`config.mk`:
```
export PLATFORM = sky130hd
export DESIGN_NAME = bn_scheduler
export DESIGN_NICKNAME = d
export VERILOG_FILES = /design/src/rtl/bn_pkg.sv /design/src/rtl/bn_sched_fifo.sv /design/src/rtl/bn_scheduler.sv
export SDC_FILE = /design/constraint.sdc
export NUM_CORES = 2
export LEC_CHECK = 0
export ABC_AREA = 1
export BUFFER_PORTS_ARGS = -buffer_cell sky130_fd_sc_hd__buf_4
export CORE_MARGIN = 5
export CORE_UTILIZATION = 45
export DETAILED_ROUTE_END_ITERATION = 10
export GPL_TIMING_DRIVEN = 0
export PLACE_DENSITY = 0.74
export SLEW_MARGIN = 0
export SYNTH_ARGS = -nofsm -noshare
export SYNTH_HDL_FRONTEND = slang
export SYNTH_SLANG_ARGS = --single-unit
```
`constraint.sdc`:
```
create_clock -name clk -period 6 [get_ports clk]
set_input_delay 1.8 -clock clk [delete_from_list [all_inputs] [get_ports clk]]
set_output_delay 1.8 -clock clk [all_outputs]
set_load 0.01 [all_outputs]
```
`src/rtl/bn_pkg.sv`:
```
// Shared definitions for the batch-norm scheduler: FSM states, fp16 constants,
// default parameter values and the vectors-per-channel normalisation helper.
package bn_pkg;

  typedef enum logic [1:0] {
    ST_IDLE  = 2'd0,
    ST_RUN   = 2'd1,
    ST_DRAIN = 2'd2
  } bn_state_e;

  localparam logic [15:0] FP16_ONE  = 16'h3C00;
  localparam logic [15:0] FP16_ZERO = 16'h0000;

  localparam int DEF_DATA_WIDTH = 16;
  localparam int DEF_SIZE       = 4;
  localparam int DEF_CHANNELS   = 16;
  localparam int DEF_BN_LATENCY = 8;
  localparam int DEF_FIFO_DEPTH = 16;

  // A programmed count of zero behaves as a single vector per channel.
  function automatic logic [15:0] eff_vpc(input logic [15:0] v);
    eff_vpc = (v == 16'd0) ? 16'd1 : v;
  endfunction

endpackage

```
`src/rtl/bn_sched_fifo.sv`:
```
// First-word-fall-through result buffer for bn_scheduler; DEPTH must be a power of two.
module bn_sched_fifo
  import bn_pkg::*;
#(
  parameter int WIDTH = 65,
  parameter int DEPTH = DEF_FIFO_DEPTH
) (
  input  logic                     clk,
  input  logic                     reset,
  input  logic                     push,
  input  logic [WIDTH-1:0]         push_data,
  input  logic                     pop,
  output logic                     out_valid,
  output logic [WIDTH-1:0]         out_data,
  output logic [$clog2(DEPTH):0]   count
);

  localparam int AW = $clog2(DEPTH);
  localparam logic [AW:0] FULL_CNT = (AW + 1)'(DEPTH);

  logic [WIDTH-1:0] mem_q [DEPTH];
  logic [AW-1:0]    wr_ptr_q, wr_ptr_d;
  logic [AW-1:0]    rd_ptr_q, rd_ptr_d;
  logic [AW:0]      count_q, count_d;
  logic             do_push_s, do_pop_s;

  // Pointer and occupancy update; a push into a full buffer is taken only alongside a pop.
  always_comb begin
    do_pop_s  = pop && (count_q != '0);
    do_push_s = push && ((count_q != FULL_CNT) || do_pop_s);
    if (do_push_s) begin
      wr_ptr_d = wr_ptr_q + AW'(1);
    end else begin
      wr_ptr_d = wr_ptr_q;
    end
    if (do_pop_s) begin
      rd_ptr_d = rd_ptr_q + AW'(1);
    end else begin
      rd_ptr_d = rd_ptr_q;
    end
    case ({do_push_s, do_pop_s})
      2'b10:   count_d = count_q + (AW + 1)'(1);
      2'b01:   count_d = count_q - (AW + 1)'(1);
      default: count_d = count_q;
    endcase
  end

  // Control state registers.
  always_ff @(posedge clk or negedge reset) begin
    if (!reset) begin
      wr_ptr_q <= '0;
      rd_ptr_q <= '0;
      count_q  <= '0;
    end else begin
      wr_ptr_q <= wr_ptr_d;
      rd_ptr_q <= rd_ptr_d;
      count_q  <= count_d;
    end
  end

  // Storage array, deliberately not reset; the head is masked while empty.
  always_ff @(posedge clk) begin
    if (do_push_s) begin
      mem_q[wr_ptr_q] <= push_data;
    end
  end

  // Head presentation.
  always_comb begin
    out_valid = (count_q != '0);
    if (out_valid) begin
      out_data = mem_q[rd_ptr_q];
    end else begin
      out_data = '0;
    end
  end

  assign count = count_q;

endmodule

```
`src/rtl/bn_scheduler.sv`:
```
// Batch-norm scheduler: issues vectors with per-channel gamma/beta to a fixed-latency
// datapath and buffers results with credit flow control. Optional BN_SCHED_PERF_EN adds stall counters.
module bn_scheduler
  import bn_pkg::*;
#(
  parameter int DATA_WIDTH = DEF_DATA_WIDTH,
  parameter int SIZE       = DEF_SIZE,
  parameter int CHANNELS   = DEF_CHANNELS,
  parameter int BN_LATENCY = DEF_BN_LATENCY,
  parameter int FIFO_DEPTH = DEF_FIFO_DEPTH
) (
  input  logic                          clk,
  input  logic                          reset,
  input  logic                          start,
  input  logic [15:0]                   vec_per_ch,
  output logic                          busy,
  output logic                          done,
  input  logic                          cfg_we,
  input  logic [$clog2(CHANNELS)-1:0]   cfg_addr,
  input  logic [DATA_WIDTH-1:0]         cfg_gamma,
  input  logic [DATA_WIDTH-1:0]         cfg_beta,
  input  logic                          in_valid,
  output logic                          in_ready,
  input  logic [DATA_WIDTH*SIZE-1:0]    in_data,
  output logic                          bn_valid,
  output logic [DATA_WIDTH*SIZE-1:0]    bn_x,
  output logic [DATA_WIDTH-1:0]         bn_gamma,
  output logic [DATA_WIDTH-1:0]         bn_beta,
  input  logic [DATA_WIDTH*SIZE-1:0]    bn_out,
  output logic                          out_valid,
  input  logic                          out_ready,
  output logic [DATA_WIDTH*SIZE-1:0]    out_data,
  output logic                          out_last
`ifdef BN_SCHED_PERF_EN
  ,
  output logic [31:0]                   stall_in_cnt,
  output logic [31:0]                   stall_out_cnt
`endif
);

  localparam int VW = DATA_WIDTH * SIZE;
  localparam int CW = $clog2(CHANNELS);
  localparam int FW = $clog2(FIFO_DEPTH) + 1;
  localparam int SW = $clog2(FIFO_DEPTH) + 2;

  logic [DATA_WIDTH-1:0] gamma_mem_q [CHANNELS];
  logic [DATA_WIDTH-1:0] beta_mem_q  [CHANNELS];

  bn_state_e             state_q, state_d;
  logic [15:0]           vpc_q, vpc_d;
  logic [15:0]           vec_cnt_q, vec_cnt_d;
  logic [CW-1:0]         ch_cnt_q, ch_cnt_d;
  logic                  bn_valid_q, bn_valid_d;
  logic                  bn_last_q, bn_last_d;
  logic [VW-1:0]         bn_x_q, bn_x_d;
  logic [DATA_WIDTH-1:0] bn_gamma_q, bn_gamma_d;
  logic [DATA_WIDTH-1:0] bn_beta_q, bn_beta_d;
  logic [BN_LATENCY-1:0] sr_vld_q, sr_vld_d;
  logic [BN_LATENCY-1:0] sr_last_q, sr_last_d;
  logic                  done_q, done_d;

  logic [SW-1:0]         inflight_s, credit_s;
  logic [FW-1:0]         fifo_count_s;
  logic                  issue_s, final_s, pop_s, fifo_valid_s;
  logic [VW:0]           fifo_head_s;

  // The valid stage is counted as in flight so a credit is consumed the cycle after issue.
  always_comb begin
    inflight_s = {{(SW-1){1'b0}}, bn_valid_q};
    for (int i = 0; i < BN_LATENCY; i++) begin
      inflight_s = inflight_s + {{(SW-1){1'b0}}, sr_vld_q[i]};
    end
    credit_s = inflight_s + SW'(fifo_count_s);
  end

  assign in_ready = (state_q == ST_RUN) && (credit_s < SW'(FIFO_DEPTH));
  assign issue_s  = in_valid && in_ready;
  assign pop_s    = fifo_valid_s && out_ready;
  assign final_s  = (ch_cnt_q == CW'(CHANNELS - 1)) && (vec_cnt_q == (vpc_q - 16'd1));

  // Next-state logic for the frame FSM, counters, issue stage and tag pipeline.
  always_comb begin
    state_d    = state_q;
    vpc_d      = vpc_q;
    vec_cnt_d  = vec_cnt_q;
    ch_cnt_d   = ch_cnt_q;
    bn_x_d     = bn_x_q;
    bn_gamma_d = bn_gamma_q;
    bn_beta_d  = bn_beta_q;
    done_d     = 1'b0;
    sr_vld_d   = {sr_vld_q[BN_LATENCY-2:0], bn_valid_q};
    sr_last_d  = {sr_last_q[BN_LATENCY-2:0], bn_last_q};
    bn_valid_d = issue_s;
    bn_last_d  = issue_s && final_s;

    if (issue_s) begin
      bn_x_d = in_data;
      // A same-cycle table write to the active channel is forwarded into this issue.
      if (cfg_we && (cfg_addr == ch_cnt_q)) begin
        bn_gamma_d = cfg_gamma;
        bn_beta_d  = cfg_beta;
      end else begin
        bn_gamma_d = gamma_mem_q[ch_cnt_q];
        bn_beta_d  = beta_mem_q[ch_cnt_q];
      end
      if (vec_cnt_q == (vpc_q - 16'd1)) begin
        vec_cnt_d = 16'd0;
        ch_cnt_d  = ch_cnt_q + CW'(1);
      end else begin
        vec_cnt_d = vec_cnt_q + 16'd1;
        ch_cnt_d  = ch_cnt_q;
      end
    end else begin
      vec_cnt_d = vec_cnt_q;
      ch_cnt_d  = ch_cnt_q;
    end

    case (state_q)
      ST_IDLE: begin
        if (start) begin
          state_d   = ST_RUN;
          vpc_d     = eff_vpc(vec_per_ch);
          vec_cnt_d = 16'd0;
          ch_cnt_d  = '0;
        end else begin
          state_d = ST_IDLE;
        end
      end
      ST_RUN: begin
        if (issue_s && final_s) begin
          state_d = ST_DRAIN;
        end else begin
          state_d = ST_RUN;
        end
      end
      ST_DRAIN: begin
        if (pop_s && fifo_head_s[VW]) begin
          state_d = ST_IDLE;
          done_d  = 1'b1;
        end else begin
          state_d = ST_DRAIN;
        end
      end
      default: begin
        state_d = ST_IDLE;
      end
    endcase
  end

  // Scheduler state registers; reset abandons any frame without signalling done.
  always_ff @(posedge clk or negedge reset) begin
    if (!reset) begin
      state_q    <= ST_IDLE;
      vpc_q      <= 16'd1;
      vec_cnt_q  <= 16'd0;
      ch_cnt_q   <= '0;
      bn_valid_q <= 1'b0;
      bn_last_q  <= 1'b0;
      bn_x_q     <= '0;
      bn_gamma_q <= FP16_ZERO[DATA_WIDTH-1:0];
      bn_beta_q  <= FP16_ZERO[DATA_WIDTH-1:0];
      sr_vld_q   <= '0;
      sr_last_q  <= '0;
      done_q     <= 1'b0;
    end else begin
      state_q    <= state_d;
      vpc_q      <= vpc_d;
      vec_cnt_q  <= vec_cnt_d;
      ch_cnt_q   <= ch_cnt_d;
      bn_valid_q <= bn_valid_d;
      bn_last_q  <= bn_last_d;
      bn_x_q     <= bn_x_d;
      bn_gamma_q <= bn_gamma_d;
      bn_beta_q  <= bn_beta_d;
      sr_vld_q   <= sr_vld_d;
      sr_last_q  <= sr_last_d;
      done_q     <= done_d;
    end
  end

  // Gamma/beta table survives reset and may be written in any state.
  always_ff @(posedge clk) begin
    if (cfg_we) begin
      gamma_mem_q[cfg_addr] <= cfg_gamma;
      beta_mem_q[cfg_addr]  <= cfg_beta;
    end
  end

  bn_sched_fifo #(
    .WIDTH (VW + 1),
    .DEPTH (FIFO_DEPTH)
  ) u_fifo (
    .clk       (clk),
    .reset     (reset),
    .push      (sr_vld_q[BN_LATENCY-1]),
    .push_data ({sr_last_q[BN_LATENCY-1], bn_out}),
    .pop       (pop_s),
    .out_valid (fifo_valid_s),
    .out_data  (fifo_head_s),
    .count     (fifo_count_s)
  );

  assign busy      = (state_q != ST_IDLE);
  assign done      = done_q;
  assign bn_valid  = bn_valid_q;
  assign bn_x      = bn_x_q;
  assign bn_gamma  = bn_gamma_q;
  assign bn_beta   = bn_beta_q;
  assign out_valid = fifo_valid_s;
  assign out_data  = fifo_head_s[VW-1:0];
  assign out_last  = fifo_head_s[VW];

`ifdef BN_SCHED_PERF_EN
  logic [31:0] stall_in_q, stall_in_d;
  logic [31:0] stall_out_q, stall_out_d;

  // Stall accounting, restarted with each accepted frame start.
  always_comb begin
    if ((state_q == ST_IDLE) && start) begin
      stall_in_d  = 32'd0;
      stall_out_d = 32'd0;
    end else begin
      stall_in_d  = stall_in_q + (((state_q == ST_RUN) && in_valid && !in_ready) ? 32'd1 : 32'd0);
      stall_out_d = stall_out_q + ((fifo_valid_s && !out_ready) ? 32'd1 : 32'd0);
    end
  end

  // Stall counter registers.
  always_ff @(posedge clk or negedge reset) begin
    if (!reset) begin
      stall_in_q  <= 32'd0;
      stall_out_q <= 32'd0;
    end else begin
      stall_in_q  <= stall_in_d;
      stall_out_q <= stall_out_d;
    end
  end

  assign stall_in_cnt  = stall_in_q;
  assign stall_out_cnt = stall_out_q;
`endif

endmodule

```
=== Word-level counts from Yosys, hierarchy flattened ===
Memory sizes are Yosys's and may differ from the RTL's. A register that Yosys moved wholly into a read port is not among the register bits.
Index checks and enable logic that the tools add are counted.

* Bits in registers: 134
* Bits in latches: 0
* Bits in writable memories: 1552
* Bits in read-only memories: 0
* Input port bits: 186
* Output and inout bits: 166
* Word-level logic and storage cells: 78
* Memories kept: 3

{| class="wikitable"
|+ Memories
! memory !! depth !! bits a word !! rd ports !! clocked after memory_dff !! write ports !! RTL line !! source
|-
| u_fifo.mem_q || 16 || 65 || 1 || 0 || 1 || bn_sched_fifo.sv:21 || <nowiki>logic [WIDTH-1:0] mem_q [DEPTH];</nowiki>
|-
| beta_mem_q || 16 || 16 || 1 || 1 || 1 || bn_scheduler.sv:47 || <nowiki>logic [DATA_WIDTH-1:0] beta_mem_q [CHANNELS];</nowiki>
|-
| gamma_mem_q || 16 || 16 || 1 || 1 || 1 || bn_scheduler.sv:46 || <nowiki>logic [DATA_WIDTH-1:0] gamma_mem_q [CHANNELS];</nowiki>
|}

* $add $sub $neg: 16
* Multiply operators: 0
* Divide/modulo/power cells: 0
* Order comparisons: 1
* Eq/ne operators: 7
* Shift-type cells: 0
* Multiplexer cells: 21
* Bitwise gates (word level): 0
* Reductions and logical operators: 17

{| class="wikitable"
|+ Operator list
! kind !! number
|-
| $mux W16 || 5
|-
| $mux W65 || 1
|-
| $add A6 B1 Y6 || 3
|-
| $add A16 B1 Y16 const B || 1
|-
| $eq A16 B16 Y1 || 1
|-
| $logic_not A16 Y1 || 1
|-
| $mux W4 || 4
|-
| $sub A16 B1 Y16 const B || 1
|-
| $add A4 B1 Y4 const B || 3
|-
| $pmux W5 S2 || 1
|-
| $logic_and A1 B1 Y1 || 8
|-
| $mux W1 || 7
|-
| $add A5 B1 Y6 || 1
|-
| $add A6 B5 Y6 || 1
|-
| $lt A6 B5 Y1 const B || 1
|-
| $pmux W2 S3 || 1
|-
| $add A4 B1 Y5 || 1
|-
| $add A5 B1 Y5 const B || 1
|-
| $ne A5 B5 Y1 const B || 1
|-
| $reduce_bool A5 Y1 || 1
|-
| $sub A5 B1 Y5 const B || 1
|-
| $add A3 B1 Y4 || 1
|-
| $eq A2 B1 Y1 const B || 2
|-
| $eq A2 B2 Y1 const B || 2
|-
| 9 further kinds || 12
|}

=== Depth between registers and ports, before layout ===
* Word-level depth: 15
* Gate-level depth with buffers: 20
* Depth with buffers taken out: 20

=== Modules after synthesis ===
From an unflattened synthesis, not the netlist that was laid out.

* Cell total of the unflattened synthesis: 6438
* Area, all modules: 72096.6 um^2

{| class="wikitable"
|+ By module, submodules not included
! module !! instances !! cells each !! area each (um^2) !! sequential area each (um^2)
|-
| bn_sched_fifo || 1 || 4175 || 44781.7 || 31555.3
|-
| bn_scheduler || 1 || 2263 || 27314.9 || 19204.7
|}

=== Least setup slack after synthesis ===
No wires, ideal clock.

* Kind: input to register
* Start point: input out_ready
* End point: memory u_fifo.mem_q[11][0], enable pin
* Setup time: 0.488 ns
* Arrival: 5.009 ns
* Required time: 5.512 ns
* Path slack: 0.503 ns
* Cell stages on the path: 6
* Path buffers: 0
* Path through: nand2_2 > nand3_1 > nand2_1 > inv_2 > nand2_1 > nor2_1

* Cells in the longest elaborated chain, start to end: 6

{| class="wikitable"
|+ RTL lines
! what !! RTL line !! source
|-
| from (decl) || bn_scheduler.sv:31 || <nowiki>input logic out_ready,</nowiki>
|-
| $logic_and A1 B1 Y1 || bn_scheduler.sv:78 || <nowiki>assign pop_s = fifo_valid_s && out_ready;</nowiki>
|-
| $logic_and A1 B1 Y1 || bn_sched_fifo.sv:29 || <nowiki>do_pop_s = pop && (count_q != '0);</nowiki>
|-
| $logic_or A1 B1 Y1 || bn_sched_fifo.sv:30 || <nowiki>do_push_s = push && ((count_q != FULL_CNT) || do_pop_s);</nowiki>
|-
| $logic_and A1 B1 Y1 || bn_sched_fifo.sv:30 ||
|-
| $mux W1 || bn_sched_fifo.sv:63 || <nowiki>if (do_push_s) begin</nowiki>
|-
| $mux W1 (not written as such) || bn_sched_fifo.sv:64 || <nowiki>mem_q[wr_ptr_q] <= push_data;</nowiki>
|-
| to (decl) || bn_sched_fifo.sv:21 ||
|}

Every way passes these cells.

=== Final worst setup path ===
* Start point: register u_fifo.rd_ptr_q[2]
* End point: output out_data[53]

* Cells in the longest elaborated chain, start to end: 2

{| class="wikitable"
|+ RTL lines
! what !! RTL line !! source
|-
| from (decl) || bn_sched_fifo.sv:23 || <nowiki>logic [AW-1:0] rd_ptr_q, rd_ptr_d;</nowiki>
|-
| from (signal assigned) || bn_sched_fifo.sv:56 || <nowiki>rd_ptr_q <= rd_ptr_d;</nowiki>
|-
| $mem_v2 Z16 W65 || n/a ||
|-
| $mux W65 || bn_sched_fifo.sv:71 || <nowiki>if (out_valid) begin</nowiki>
|-
| to (decl) || bn_scheduler.sv:32 || <nowiki>output logic [DATA_WIDTH*SIZE-1:0] out_data,</nowiki>
|}

Every way passes these cells.

==> results.toml <==
[setup_path]
slowest_delay_ns = 0.95
r2r_cells = 17
r2r-end = "bn_gamma[15]$_DFFE_PN0N_"
critical_path_class = "reg2out"
slowest_stage = "clkdlybuf4s15_1"
cp-start-kind = "flop"
path_cells = "clkinv_1 -> clkdlybuf4s15_1 -> clkbuf_1 -> o211ai_1 -> a21oi_1 -> buf_4"
startpoint = "u_fifo.rd_ptr_q[2]$_DFFE_PN0P_"
critPathCapture = "out_data[53]"
reg2reg_slack_ns = 1.18
rr_startpoint = "bn_valid$_DFF_PN0_"
cp_max_fo = 10
cp.required_ns = 4.20
worstSetupEndpointType = "output port"
critical_path_arrival_ns = 4.33

[cells_and_area]
stdcell_count = 7856
drive_gt1_share_pct = 14.4
layout_common_cells = "1,552 x edfxtp_1, 817 x nor2_1, 767 x o21ai_0"
fin_nets = 5886
fill_cells = 11971
layout_commonest_cell = "edfxtp_1"
area_growth_pct = 18.1

[cts]
ctsHtreeMaxLevel = 4
clkTransAtPathRegs_ns = 0.07
ctsHoldBuffers = 0
root_buffer = "clkbuf_16"
cts_tree = "built"
clock_latency_ns = 0.80
clkSinkCount = 1718
cts_buffers = 169
clockBufferDepth = 3

[logic_synthesis]
synth_edf_count = 1552
async_reset_ff_share_pct = 9.66
syn_area_mm2 = 0.0679
synth_mux_area_share_pct = 1.00
yosysWarnings = 0
synth_fa_ha_area_share_pct = 0.472
synthCells = 5094
synth-compound-area-share_pct = 12.2
synthFlopType = "edfxtp_1"
synthSimpleGateAreaFrac_pct = 8.61
syn_area_per_cell_um2 = 13.3
yosysUniqueCellTypes = 49
ys_seq_area_share_pct = 74.8
synth_top_family_by_area = "compound AO/OA/AOI/OAI gates"
synth_nets = 5302
ys_ff_latch = 1718
synth-xor-area-share_pct = 0.323

[placed_design]
dp.cells = 7523
hpwl_um = 142000
gp_congestion = 0.890
port_buffers = 351

[timing]
period_minus_slack_ns = 6.13
final-max-slew-violation-count = 0
fin_ws_ns = -0.130
rsz0062_at_grt = "no"
slew_headroom_pct = 9.35
period_share_pct = 102
hold_viol = 0
tightest_slew_ns = 1.36
fmax_mhz = 163
finalSetupViolCount = 5
skew_ns = 0.0405
holdWs_ns = 0.348

[global_route]
grt_max_degree = 90
overflow = 0
antenna_found_initial = 21
grt_pass1_wl_um = 305000
grt_pass1_vias = 46797
grt_util_all_layers_pct = 26.1

[routing]
vias_per_cell = 6.11
ant_nets = 0
vias = 48018
wl_um = 214000
dr.pass1.iters = 6
dr.first_iter.drc_count = 7281
drc = 0
wl_per_cell_um = 27.2

[outcome]
status = "complete, but fails checks"
violations = "negative setup slack"

[floorplanning]
die_y_um = 398
start_util_pct = 45.3
rows = 142
die_area_mm2 = 0.159
ios = 352
coreArea_mm2 = 0.150
die_x_um = 398

[worst_hold_path]
worstHoldPathType = "reg2reg"

[pwr]
p_leak_nw = 27.3
ir_drop_uv = 301
powerDensity_mw_per_mm2 = 470

[run]
max_cap_viol_count = 0
-- registers in the layout, summed over array words and instances, names as in the netlist, 5 cells and up --
signal,cells
u_fifo.mem_q,1040
beta_mem_q,256
gamma_mem_q,256
bn_x,64
bn_beta,16
bn_gamma,16
vec_cnt_q,16
vpc_q,16
sr_last_q,8
sr_vld_q,8
u_fifo.count,5
-- cell type report --
type / instances / area (um2) / share of cell area, %
clock inverters: 90 / 840 / 1.05
diodes: 17 / 42.5 / 0.0531
plain buffers: 352 / 1490 / 1.86
multi-input cells: 2938 / 15600 / 19.5
clock buffers: 226 / 4590 / 5.72
inverters: 86 / 323 / 0.403
repair buffers: 413 / 3970 / 4.95
flip-flops and latches: 1718 / 50800 / 63.3
well taps: 2016 / 2520 / 3.15
-- cell usage after synthesis, types with 16 or more instances --
library cell  count  area (um2)
clkbuf_1        259         972
o21ai_0         767        3840
nand2_1         417        1570
o22ai_1         143         895
nor2_1          849        3190
o221ai_1        252        2210
a21oi_1          83         415
dfrtp_1         165        4130
inv_1            77         289
o211ai_1         83         623
ha_1             16         200
edfxtp_1       1552       46600
buf_2            79         395
mux2i_1          68         681
nand3_1         137         686
xor2_1           20         175
-- logic make-up after synthesis --
group / Yosys count
AND/OR/NAND/NOR: 1459
multiplexers: 68
buffers and inverters: 438
flip-flops: 1718
AO/OA/AOI/OAI: 1364
XOR/XNOR: 25
adder cells (fa/ha/maj): 22
-- timing repair --
item / in CTS / in global routing
buffers inserted: 0 / 0
setup endpoints to repair: 16 / 23
resized for setup: 17 / 24
-- per-stage QoR --
step / setup WS (ns) / setup TNS (ns) / cell area [um2] / util (%) / power, mW
finish: -0.130 / -0.280 / 80100 / 53.4 / 37.7
CTS: 0.0203 / 0 / 80100 / 53.4 / 37.4
global placement: -3.37 / -3135.53 / 73000 / 48.7 / 26.7
global route: 0.00748 / 0 / 80100 / 53.4 / 39.0
detailed placement: 0.524 / 0 / 74600 / 49.8 / 27.1
floorplan: 0.503 / 0 / 67900 / - / 21.0
-- critical path: cells and delay by family, from the launching register on --
kind | cells | cell delay (ns)
compound gates | 2 | 0.89
buf+inv | 4 | 2.19
flops | 1 | 0.42
-- report_power, final --
part | internal (mW) | switching (mW)
Clock | 5.88 | 4.59
Sequential | 13.9 | 0.410
Combinational | 3.82 | 9.07
-- worst min-delay path by stage --
| stage | start | to | depth (start not counted) |
|---|---|---|---|
| floorplan | bn_last_q$_DFF_PN0_ | sr_last_q[0]$_DFF_PN0_ | 0 |
| global placement | sr_last_q[5]$_DFF_PN0_ | sr_last_q[6]$_DFF_PN0_ | 0 |
| detailed placement | bn_last_q$_DFF_PN0_ | sr_last_q[0]$_DFF_PN0_ | 0 |
| CTS | bn_last_q$_DFF_PN0_ | sr_last_q[0]$_DFF_PN0_ | 0 |
| global route | sr_last_q[3]$_DFF_PN0_ | sr_last_q[4]$_DFF_PN0_ | 0 |
| finish | bn_last_q$_DFF_PN0_ | sr_last_q[0]$_DFF_PN0_ | 0 |
-- routing by layer --
layer	track usage (%)	part of all wire [%]	up-vias
met4	12.0	5.0	10
met2	42.9	48	3800
li1	-	-	20258
met1	32.2	34	23243
met5	0	0.027	-
met3	7.38	13	707
Power figures use the tool's default switching activity.
